[src/rtl/edge_sobel_pipe.sv]
// edge_sobel_pipe: three-stage 3x3 Sobel edge operator with per-frame shadowed
// mode/threshold, delay-matched sync outputs and a per-frame edge-pixel counter.
module edge_sobel_pipe #(
    parameter int DATA_WIDTH = 8,
    parameter int CNT_W      = 20
) (
    input  logic                  pclk_i,
    input  logic                  rst_i,
    input  logic                  fsync_i,
    input  logic                  rsync_i,
    input  logic [DATA_WIDTH-1:0] pData1,
    input  logic [DATA_WIDTH-1:0] pData2,
    input  logic [DATA_WIDTH-1:0] pData3,
    input  logic [DATA_WIDTH-1:0] pData4,
    input  logic [DATA_WIDTH-1:0] pData5,
    input  logic [DATA_WIDTH-1:0] pData6,
    input  logic [DATA_WIDTH-1:0] pData7,
    input  logic [DATA_WIDTH-1:0] pData8,
    input  logic [DATA_WIDTH-1:0] pData9,
    input  logic [1:0]            mode_i,
    input  logic [DATA_WIDTH-1:0] thresh_i,
    output logic                  fsync_o,
    output logic                  rsync_o,
    output logic [DATA_WIDTH-1:0] pdata_o,
    output logic [CNT_W-1:0]      edge_cnt_o,
    output logic                  cnt_valid_o
);

    localparam int GW = DATA_WIDTH + 3;
    localparam int AW = DATA_WIDTH + 2;
    localparam logic [DATA_WIDTH-1:0] PIX_MAX = '1;
    localparam logic [DATA_WIDTH-1:0] THR_RST = {1'b0, {(DATA_WIDTH-1){1'b1}}};
    localparam logic [CNT_W-1:0]      CNT_MAX = '1;
    localparam logic [CNT_W-1:0]      CNT_ONE = CNT_W'(1);

    typedef enum logic [1:0] {
        MODE_MAG  = 2'd0,
        MODE_BIN  = 2'd1,
        MODE_CLIP = 2'd2,
        MODE_GX   = 2'd3
    } mode_e;

    // Pixel zero-extended into the signed gradient width.
    function automatic logic signed [GW-1:0] widen(input logic [DATA_WIDTH-1:0] p);
        return $signed({3'b000, p});
    endfunction

    logic                  fs_rise;
    logic                  fsync_prev_d, fsync_prev_q;
    mode_e                 mode_s_d, mode_s_q;
    logic [DATA_WIDTH-1:0] thr_s_d, thr_s_q;

    logic                  s1_valid_d, s1_valid_q;
    logic                  s1_fsync_d, s1_fsync_q;
    logic                  s1_rsync_d, s1_rsync_q;
    mode_e                 s1_mode_d, s1_mode_q;
    logic [DATA_WIDTH-1:0] s1_thr_d, s1_thr_q;
    logic signed [GW-1:0]  s1_gx_d, s1_gx_q;
    logic signed [GW-1:0]  s1_gy_d, s1_gy_q;

    logic                  s2_valid_d, s2_valid_q;
    logic                  s2_fsync_d, s2_fsync_q;
    logic                  s2_rsync_d, s2_rsync_q;
    mode_e                 s2_mode_d, s2_mode_q;
    logic [DATA_WIDTH-1:0] s2_thr_d, s2_thr_q;
    logic [AW-1:0]         s2_ax_d, s2_ax_q;
    logic [AW-1:0]         ay_abs;
    logic [GW-1:0]         s2_mag_d, s2_mag_q;

    logic                  s3_fsync_d, s3_fsync_q;
    logic                  s3_rsync_d, s3_rsync_q;
    logic [DATA_WIDTH-1:0] pdata_d, pdata_q;
    logic [GW-1:0]         thr_ext;
    logic                  is_edge;
    logic [DATA_WIDTH-1:0] mag_sat;
    logic [DATA_WIDTH-1:0] ax_sat;
    logic                  frame_end;
    logic [CNT_W-1:0]      cnt_d, cnt_q;
    logic [CNT_W-1:0]      edge_cnt_d, edge_cnt_q;
    logic                  cnt_valid_d, cnt_valid_q;

    // Frame-start shadow capture; the capturing pixel already uses the new values.
    always_comb begin
        fs_rise      = fsync_i && !fsync_prev_q;
        fsync_prev_d = fsync_i;
        mode_s_d     = mode_s_q;
        thr_s_d      = thr_s_q;
        if (fs_rise) begin
            mode_s_d = mode_e'(mode_i);
            thr_s_d  = thresh_i;
        end
        s1_valid_d = fsync_i && rsync_i;
        s1_fsync_d = fsync_i;
        s1_rsync_d = rsync_i;
        s1_mode_d  = mode_s_d;
        s1_thr_d   = thr_s_d;
        s1_gx_d    = (widen(pData3) + (widen(pData6) <<< 1) + widen(pData9))
                   - (widen(pData1) + (widen(pData4) <<< 1) + widen(pData7));
        s1_gy_d    = (widen(pData7) + (widen(pData8) <<< 1) + widen(pData9))
                   - (widen(pData1) + (widen(pData2) <<< 1) + widen(pData3));
    end

    // Stage 2: absolute gradients and their sum (largest value 8*MAX fits GW bits).
    always_comb begin
        s2_valid_d = s1_valid_q;
        s2_fsync_d = s1_fsync_q;
        s2_rsync_d = s1_rsync_q;
        s2_mode_d  = s1_mode_q;
        s2_thr_d   = s1_thr_q;
        s2_ax_d    = s1_gx_q[GW-1] ? AW'(-s1_gx_q) : AW'(s1_gx_q);
        ay_abs     = s1_gy_q[GW-1] ? AW'(-s1_gy_q) : AW'(s1_gy_q);
        s2_mag_d   = {1'b0, s2_ax_d} + {1'b0, ay_abs};
    end

    // Stage 3 output select plus the counter, which snapshots one cycle ahead of
    // the visible fsync_o fall so the pulse and the new count appear together.
    always_comb begin
        thr_ext    = {3'b000, s2_thr_q};
        is_edge    = s2_valid_q && (s2_mag_q > thr_ext);
        mag_sat    = (s2_mag_q > {3'b000, PIX_MAX}) ? PIX_MAX : s2_mag_q[DATA_WIDTH-1:0];
        ax_sat     = (s2_ax_q > {2'b00, PIX_MAX}) ? PIX_MAX : s2_ax_q[DATA_WIDTH-1:0];
        pdata_d    = '0;
        if (s2_valid_q) begin
            case (s2_mode_q)
                MODE_MAG:  pdata_d = mag_sat;
                MODE_BIN:  pdata_d = is_edge ? PIX_MAX : '0;
                MODE_CLIP: pdata_d = is_edge ? PIX_MAX : s2_mag_q[DATA_WIDTH-1:0];
                MODE_GX:   pdata_d = ax_sat;
                default:   pdata_d = '0;
            endcase
        end
        s3_fsync_d  = s2_fsync_q;
        s3_rsync_d  = s2_rsync_q;
        frame_end   = s3_fsync_q && !s2_fsync_q;
        cnt_valid_d = frame_end;
        edge_cnt_d  = frame_end ? cnt_q : edge_cnt_q;
        cnt_d       = cnt_q;
        if (frame_end) begin
            cnt_d = '0;
        end else if (is_edge && (cnt_q != CNT_MAX)) begin
            cnt_d = cnt_q + CNT_ONE;
        end
    end

    // All state; fsync_prev resets high so a frame already running at release is not treated as a start.
    always_ff @(posedge pclk_i) begin
        if (rst_i) begin
            fsync_prev_q <= 1'b1;
            mode_s_q     <= MODE_CLIP;
            thr_s_q      <= THR_RST;
            s1_valid_q   <= 1'b0;
            s1_fsync_q   <= 1'b0;
            s1_rsync_q   <= 1'b0;
            s1_mode_q    <= MODE_CLIP;
            s1_thr_q     <= THR_RST;
            s1_gx_q      <= '0;
            s1_gy_q      <= '0;
            s2_valid_q   <= 1'b0;
            s2_fsync_q   <= 1'b0;
            s2_rsync_q   <= 1'b0;
            s2_mode_q    <= MODE_CLIP;
            s2_thr_q     <= THR_RST;
            s2_ax_q      <= '0;
            s2_mag_q     <= '0;
            s3_fsync_q   <= 1'b0;
            s3_rsync_q   <= 1'b0;
            pdata_q      <= '0;
            cnt_q        <= '0;
            edge_cnt_q   <= '0;
            cnt_valid_q  <= 1'b0;
        end else begin
            fsync_prev_q <= fsync_prev_d;
            mode_s_q     <= mode_s_d;
            thr_s_q      <= thr_s_d;
            s1_valid_q   <= s1_valid_d;
            s1_fsync_q   <= s1_fsync_d;
            s1_rsync_q   <= s1_rsync_d;
            s1_mode_q    <= s1_mode_d;
            s1_thr_q     <= s1_thr_d;
            s1_gx_q      <= s1_gx_d;
            s1_gy_q      <= s1_gy_d;
            s2_valid_q   <= s2_valid_d;
            s2_fsync_q   <= s2_fsync_d;
            s2_rsync_q   <= s2_rsync_d;
            s2_mode_q    <= s2_mode_d;
            s2_thr_q     <= s2_thr_d;
            s2_ax_q      <= s2_ax_d;
            s2_mag_q     <= s2_mag_d;
            s3_fsync_q   <= s3_fsync_d;
            s3_rsync_q   <= s3_rsync_d;
            pdata_q      <= pdata_d;
            cnt_q        <= cnt_d;
            edge_cnt_q   <= edge_cnt_d;
            cnt_valid_q  <= cnt_valid_d;
        end
    end

    assign fsync_o     = s3_fsync_q;
    assign rsync_o     = s3_rsync_q;
    assign pdata_o     = pdata_q;
    assign edge_cnt_o  = edge_cnt_q;
    assign cnt_valid_o = cnt_valid_q;

endmodule

[config.mk]
export PLATFORM = sky130hd
export DESIGN_NAME = edge_sobel_pipe
export DESIGN_NICKNAME = d
export VERILOG_FILES = /design/src/rtl/edge_sobel_pipe.sv
export SDC_FILE = /design/constraint.sdc
export NUM_CORES = 1
export LEC_CHECK = 0
export CAP_MARGIN = 20
export CORE_MARGIN = 1
export CORE_UTILIZATION = 36
export DETAILED_ROUTE_END_ITERATION = 12
export GPL_TIMING_DRIVEN = 0
export SLEW_MARGIN = 5
export SYNTH_ARGS = -nofsm -noshare
export SYNTH_HDL_FRONTEND = slang
export SYNTH_SLANG_ARGS = --single-unit
[constraint.sdc]
create_clock -name pclk_i -period 5.4 [get_ports pclk_i]
set_clock_uncertainty 0.2 [all_clocks]
set_input_delay 1.62 -clock pclk_i [delete_from_list [all_inputs] [get_ports pclk_i]]
set_output_delay 1.62 -clock pclk_i [all_outputs]
set_load 0.01 [all_outputs]
==> results of run 1 <==
layout by cell type (no fill, tap or decap), types with 5 or more instances in the layout:
master,synthesis,final
a31oi_1,15,15
fa_1,63,63
and2_1,5,5
or3_1,5,5
o21ai_1,10,10
a21o_1,10,10
xor2_1,13,13
nor2_1,46,46
inv_1,160,160
a211o_1,11,11
xnor2_1,21,21
clkbuf_16,0,17
nor2b_1,37,37
nand2b_1,9,9
o21ai_0,25,25
nand3_1,8,8
dfxtp_1,121,121
nand2_1,46,46
mux2i_1,6,6
or4_1,5,5
ha_1,45,45
clkdlybuf4s50_1,0,106
o31ai_1,9,9
clkbuf_1,22,24
a21oi_1,21,17
bufinv_16,0,6
a22o_1,20,20
nor3_1,11,11
or2_2,10,10
timing repair:
item,CTS,global route
endpoints found under the setup margin,1,4
gates resized for setup,1,6
setup buffers,0,1
pin swaps,0,5
hold buffers,0,0
layer usage:
| metal | share of wire | wire [um] |
|---|---|---|
| met1 | 0.47 | 7160 |
| met5 | 0 | 0 |
| met2 | 0.49 | 7470 |
| met4 | 0.0081 | 124 |
| met3 | 0.038 | 575 |
stage by stage:
stage	power, mW	util
2_1_floorplan	2.65	-
3_3_place_gp	3.04	0.438
3_5_place_dp	3.06	0.438
4_1_cts	4.35	0.471
5_1_grt	4.75	0.473
6_report	4.35	0.473
power groups by stage:
stage                     Clock [mW]  Combinational [mW]  Sequential (mW)
after detailed placement           0                1.93             1.13
after CTS                       1.30                1.94             1.11
after global placement             0                1.91             1.13
final                           1.27                1.96             1.11
after global routing            1.34                2.28             1.13
after floorplan                    0                1.54             1.11
kinds of logic after synthesis:
logic type	after synthesis
AND/OR/NAND/NOR	201
XOR/XNOR	34
multiplexers	9
flip-flops	121
buffers and inverters	187
adder cells (fa/ha/maj)	108
AO/OA/AOI/OAI	154
flip-flops by register name, indices dropped and copies added (netlist names), 2 cells and up:
| signal | flops |
|---|---|
| s2_mode_q | 2 |
| s1_gy_q | 11 |
| s2_ax_q | 10 |
| s1_thr_q | 8 |
| s1_gx_q | 11 |
| cnt_q | 20 |
| pdata_o | 8 |
| s2_mag_q | 11 |
| s2_thr_q | 8 |
| edge_cnt_o | 20 |
| s1_mode_q | 2 |
worst reg2reg max path, stage by stage (launching register included):
cell and delay (ps):
dfxtp_1 300, clkbuf_1 320, a21boi_0 480, o31ai_1 140, xnor2_1 260, ha_1 320
o21a_1 120, o21ai_0 350, nor4_1 100, a211oi_1 240, nand2_1 80
cell type report:
| type | instances | area, um^2 |
|---|---|---|
| Fill cell | 1952 | 10700 |
| Multi-Input combinational cell | 506 | 4410 |
| Sequential cell | 121 | 2420 |
| Timing Repair Buffer | 108 | 1080 |
| Inverter | 160 | 601 |
| Clock buffer | 20 | 447 |
| Tap cell | 270 | 338 |
| Clock inverter | 12 | 221 |
| Buffer | 27 | 109 |
worst max path at each step:
| stage | from | end | slack [ps] |
|---|---|---|---|
| 2_1_floorplan | pData1[2] | s1_gx_q[8] | 280 |
| 3_3_place_gp | pData1[2] | s1_gx_q[8] | -450 |
| 3_5_place_dp | pData7[2] | s1_gx_q[8] | -440 |
| 4_1_cts | pData1[2] | s1_gy_q[9] | 20 |
| 5_1_grt | pData1[2] | s1_gy_q[8] | -10 |
| 6_report | pData1[2] | s1_gy_q[9] | 160 |
==> results.tsv, run 1 <==
metric	value	unit
grt_start_max_net_pins	17	
synthXorXnorAreaFrac	0.0397	
fin_ws	158	ps
postLayoutCellArea	9630	um^2
avgRoutedWirePerCell	12.5	um
syn-num-nets	1008	
power_frac_seq	0.256	
root_buffer	clkbuf_16	
synth_cell_types	60	
pwr-share-comb	0.451	
period_share	0.971	
r2r_cells	10	
synthTopCellsByCount	inv_1 (160), dfxtp_1 (121), fa_1 (63)	
synth_seq_cells	121	
rows	52	
path_cells	clkdlybuf4s50_1, inv_1, fa_1, fa_1, inv_1, fa_1, inv_1, fa_1, a21o_1, a21oi_2, o21ai_1, o41ai_2, xor2_1, nor2_1	
drt_drc_violations_left	0	
synth_edf_count	0	
syn_area	7510	um^2
dr.pass1.iters	4	
synth_fa_ha_area_frac	0.243	
power_density	452	nW/um^2
clk_latency	420	ps
cts_num_sinks	121	
synthMuxAreaShare	0.0140	
ys_warn_count	0	
grt_use_met2	0.268	
fmax	0.191	GHz
maxSlewHeadroom	0.465	
ios	117	
leakagePower	4.26	nW
period_minus_slack	5240	ps
die_area	21400	um^2
peakVddDrop	0.263	mV
critPathTopFamily	adder cells	
p_switching	1.53	mW
cts_tree	yes	
cts-htree-levels	4	
vias_per_cell	4.61	
cp-start-kind	input pin	
fin_cells	1224	
dp_cells	1191	
holdPathEnd	s2_thr_q[0]	
drtIter0Drc	168	
synth_compound_area_frac	0.147	
whs	231	ps
place_congestion	0.822	
hold_depth	1	
antenna_found_initial	0	
clkTransAtPathRegs	50	ps
synthFlopType	dfxtp_1	
hpwl	12400	um
grt_use_met1	0.194	
r2r-end	s2_mag_q[9]	
cpMaxStageDelayCell	fa_1	
fin_nets	1135	
cp_common_cell	fa_1	
track_usage	0.155	
cp.depth	14	
crit_fanout	2	
cp-end-kind	register	
setup_tns	0	ps
layout-drive-gt1-share	0.0618	
ys_seq_area_frac	0.323	
yosys.cell_count.top_type	inv_1	
synth_area_leaders	dfxtp_1 (32%), fa_1 (17%), inv_1 (8.0%)	
grt_overflow	0	
num_vias	5647	
internal_power	2.82	mW
cp.arrival	5320	ps
slew_violations	0	
min_from	s1_thr_q[0]	
die_w	146	um
clock_path_buffers	2	
grt_pass1_vias	5736	
clkPwrFrac	0.293	
avgSynthCellArea	9.23	um^2
rsz0062_at_grt	true	
synthCells	814	
yosysTopAreaCellShare	0.323	
criticalPathCategory	in -> reg	
dpl_cell_area	8920	um^2
routed_wirelength	15300	um
worst_pin_slew	783	ps
r2r_start	s1_gx_q[10]	
die_h	146	um
synth_top_family_by_area	adder cells	
grt.met3_usage	0.0294	
dp_slack	-438	ps
ys_async_sr_fraction	0	
start_util	0.369	
setup_violations	0	
min-delay-path-class	reg -> reg	
port_buffers	107	
maxCapViolations	0	
outcome	finished clean	
switching_share	0.352	
area_delta_synth_final	28.2	%
n_antenna_cell	0	
cts-buffers-inserted	17	
coreArea	20400	um^2
synth_area_leader_cell	dfxtp_1	
grt_pass1_wl	26600	um
hold_viol_final	0	
top_usage_layer	met2	
cp.required	5480	ps
yosys.area_share.simple	0.139	
cpPeakStageDelay	540	ps
critPathBufInv	4	
drtAntennaViolNets	0	
ff2ff_setup_slack	2390	ps
Power figures use the tool's default switching activity.
==> run 2: changes to the inputs <==
CORE_MARGIN = 10   (was 1)
CTS_BUF_LIST = sky130_fd_sc_hd__clkbuf_4 sky130_fd_sc_hd__clkbuf_8   (was unset)
SLEW_MARGIN = 10   (was 5)
==> run 2 against run 1 <==
Sequential cell count stayed put. Sequential share of layout area is 0.73 points higher. Sequential power hardly changed. Non-clock buffer count is 1 lower. Clock power is 36% lower. Combinational power hardly changed. Via count is 0.35% lower. Global-route usage is 2.8 points lower. Utilization is 1.3 points lower.
==> results.tsv, run 2 (synthesis results as in run 1) <==
metric	value	unit	change
crit_fanout	2		unchanged
clock_path_buffers	2		unchanged
coreArea	20400	um^2	unchanged
cp.required	5510	ps	+30 ps
root_buffer	clkbuf_8		
num_vias	5627		-0.35%
ios	117		unchanged
peakVddDrop	0.199	mV	-24%
critPathTopFamily	adder cells		
cp.arrival	5350	ps	+30 ps
slew_violations	0		unchanged
die_area	27000	um^2	+26%
place_congestion	0.862		+4.9%
grt_overflow	0		unchanged
fillers	2031		+4.0%
maxSlewHeadroom	0.441		-0.0239
hpwl	13200	um	+6.1%
fin_util	0.459		-0.0133
layout_commonest_cell	inv_1		
maxCapViolations	0		unchanged
cts_resized	0		-1
period_minus_slack	5240	ps	-0.333 ps
drtIter0Drc	227		+35%
cts-buffers-inserted	17		unchanged
port_buffers	107		unchanged
antenna_found_initial	0		unchanged
final_cell_mix	inv_1 (159), dfxtp_1 (121), clkdlybuf4s50_1 (106), fa_1 (63)		
ff2ff_setup_slack	2340	ps	-50 ps
setup_tns	0	ps	unchanged
routed_wirelength	16100	um	+5.0%
dp_cells	1191		unchanged
cts_tree	yes		
cp-start-kind	input pin		
r2r-end	s2_mag_q[9]		
cp-end-kind	register		
vias_per_cell	4.60		-0.27%
fin_nets	1134		-0.088%
r2r_cells	10		unchanged
start_util	0.369		unchanged
dr.pass1.iters	4		unchanged
critPathBufInv	4		unchanged
hold_viol_final	0		unchanged
area_delta_synth_final	24.6	%	
period_share	0.971		about the same
path_cells	clkdlybuf4s50_1, inv_1, fa_1, fa_1, inv_1, fa_1, inv_1, ha_1, a21o_1, a21oi_2, o211ai_1, a21o_1, a21o_1, mux2_1		
cts-htree-levels	4		unchanged
fin_ws	158	ps	+0.333 ps
crit_end	s1_gx_q[8]		
power.total	3.87	mW	-11%
die_w	164	um	+12%
min-delay-path-class	reg -> reg		
cts_num_sinks	121		unchanged
fin_cells	1223		-0.082%
drt_drc_violations_left	0		unchanged
setup_violations	0		unchanged
avgRoutedWirePerCell	13.2	um	+5.1%
dp_slack	-439	ps	-1.56 ps
criticalPathCategory	in -> reg		
die_h	164	um	+12%
rsz0062_at_grt	false		
n_antenna_cell	0		unchanged
track_usage	0.127		-0.0280
crit_start	pData1[2]		
rows	52		unchanged
power_density	414	nW/um^2	-8.3%
dpl_cell_area	8920	um^2	unchanged
outcome	finished clean		
whs	229	ps	-2.43 ps
postLayoutCellArea	9360	um^2	-2.8%
grt_start_max_net_pins	17		unchanged
cts_setup_buffers	0		unchanged
cpMaxStageDelayCell	fa_1		
clkTransAtPathRegs	70	ps	+20 ps
fmax	0.191	GHz	about the same
r2r_start	s1_gx_q[10]		
cts_hold_buf	0		unchanged
worst_pin_slew	818	ps	+35.0 ps
hold_depth	1		unchanged
cpPeakStageDelay	540	ps	about the same
clk_latency	430	ps	about the same
grt_pass1_vias	6003		+4.7%
leakagePower	4.15	nW	-2.6%
drtAntennaViolNets	0		unchanged
grt_pass1_wl	28300	um	+6.4%
cp.depth	14		unchanged
layout-drive-gt1-share	0.0640		+0.00216
-- run 2: area by class of cell --
class	instances	area [um^2]	share of cell area
buffer	27	109	0.0116
clock buffer	24	312	0.0333
clock inverter	8	92.6	0.00990
inverter	160	601	0.0642
multi-input combinational	506	4410	0.471
sequential	121	2420	0.259
tap	270	338	0.0361
timing repair buffer	107	1070	0.115
-- run 2: worst min-delay path by stage --
stage | startpoint | end
6_report | s1_thr_q[3] | s2_thr_q[3]
5_1_grt | s1_thr_q[2] | s2_thr_q[2]
2_1_floorplan | s1_mode_q[1] | s2_mode_q[1]
3_5_place_dp | s1_thr_q[3] | s2_thr_q[3]
3_3_place_gp | s1_thr_q[0] | s2_thr_q[0]
4_1_cts | s1_thr_q[3] | s2_thr_q[3]
-- run 2: per-layer routing --
layer / global-route usage / wire length [um] / up-vias / part of all wire
li1: - / - / 2910 / -
met1: 0.157 / 7400 / 2592 / 0.46
met2: 0.214 / 7600 / 113 / 0.47
met3: 0.0331 / 928 / 12 / 0.058
met4: 0.0346 / 170 / 0 / 0.011
met5: 0 / 0 / - / 0
-- run 2: where the power goes --
group	internal, mW	switching (mW)
sequential	1.04	0.0754
clock	0.471	0.345
combinational	0.894	1.05
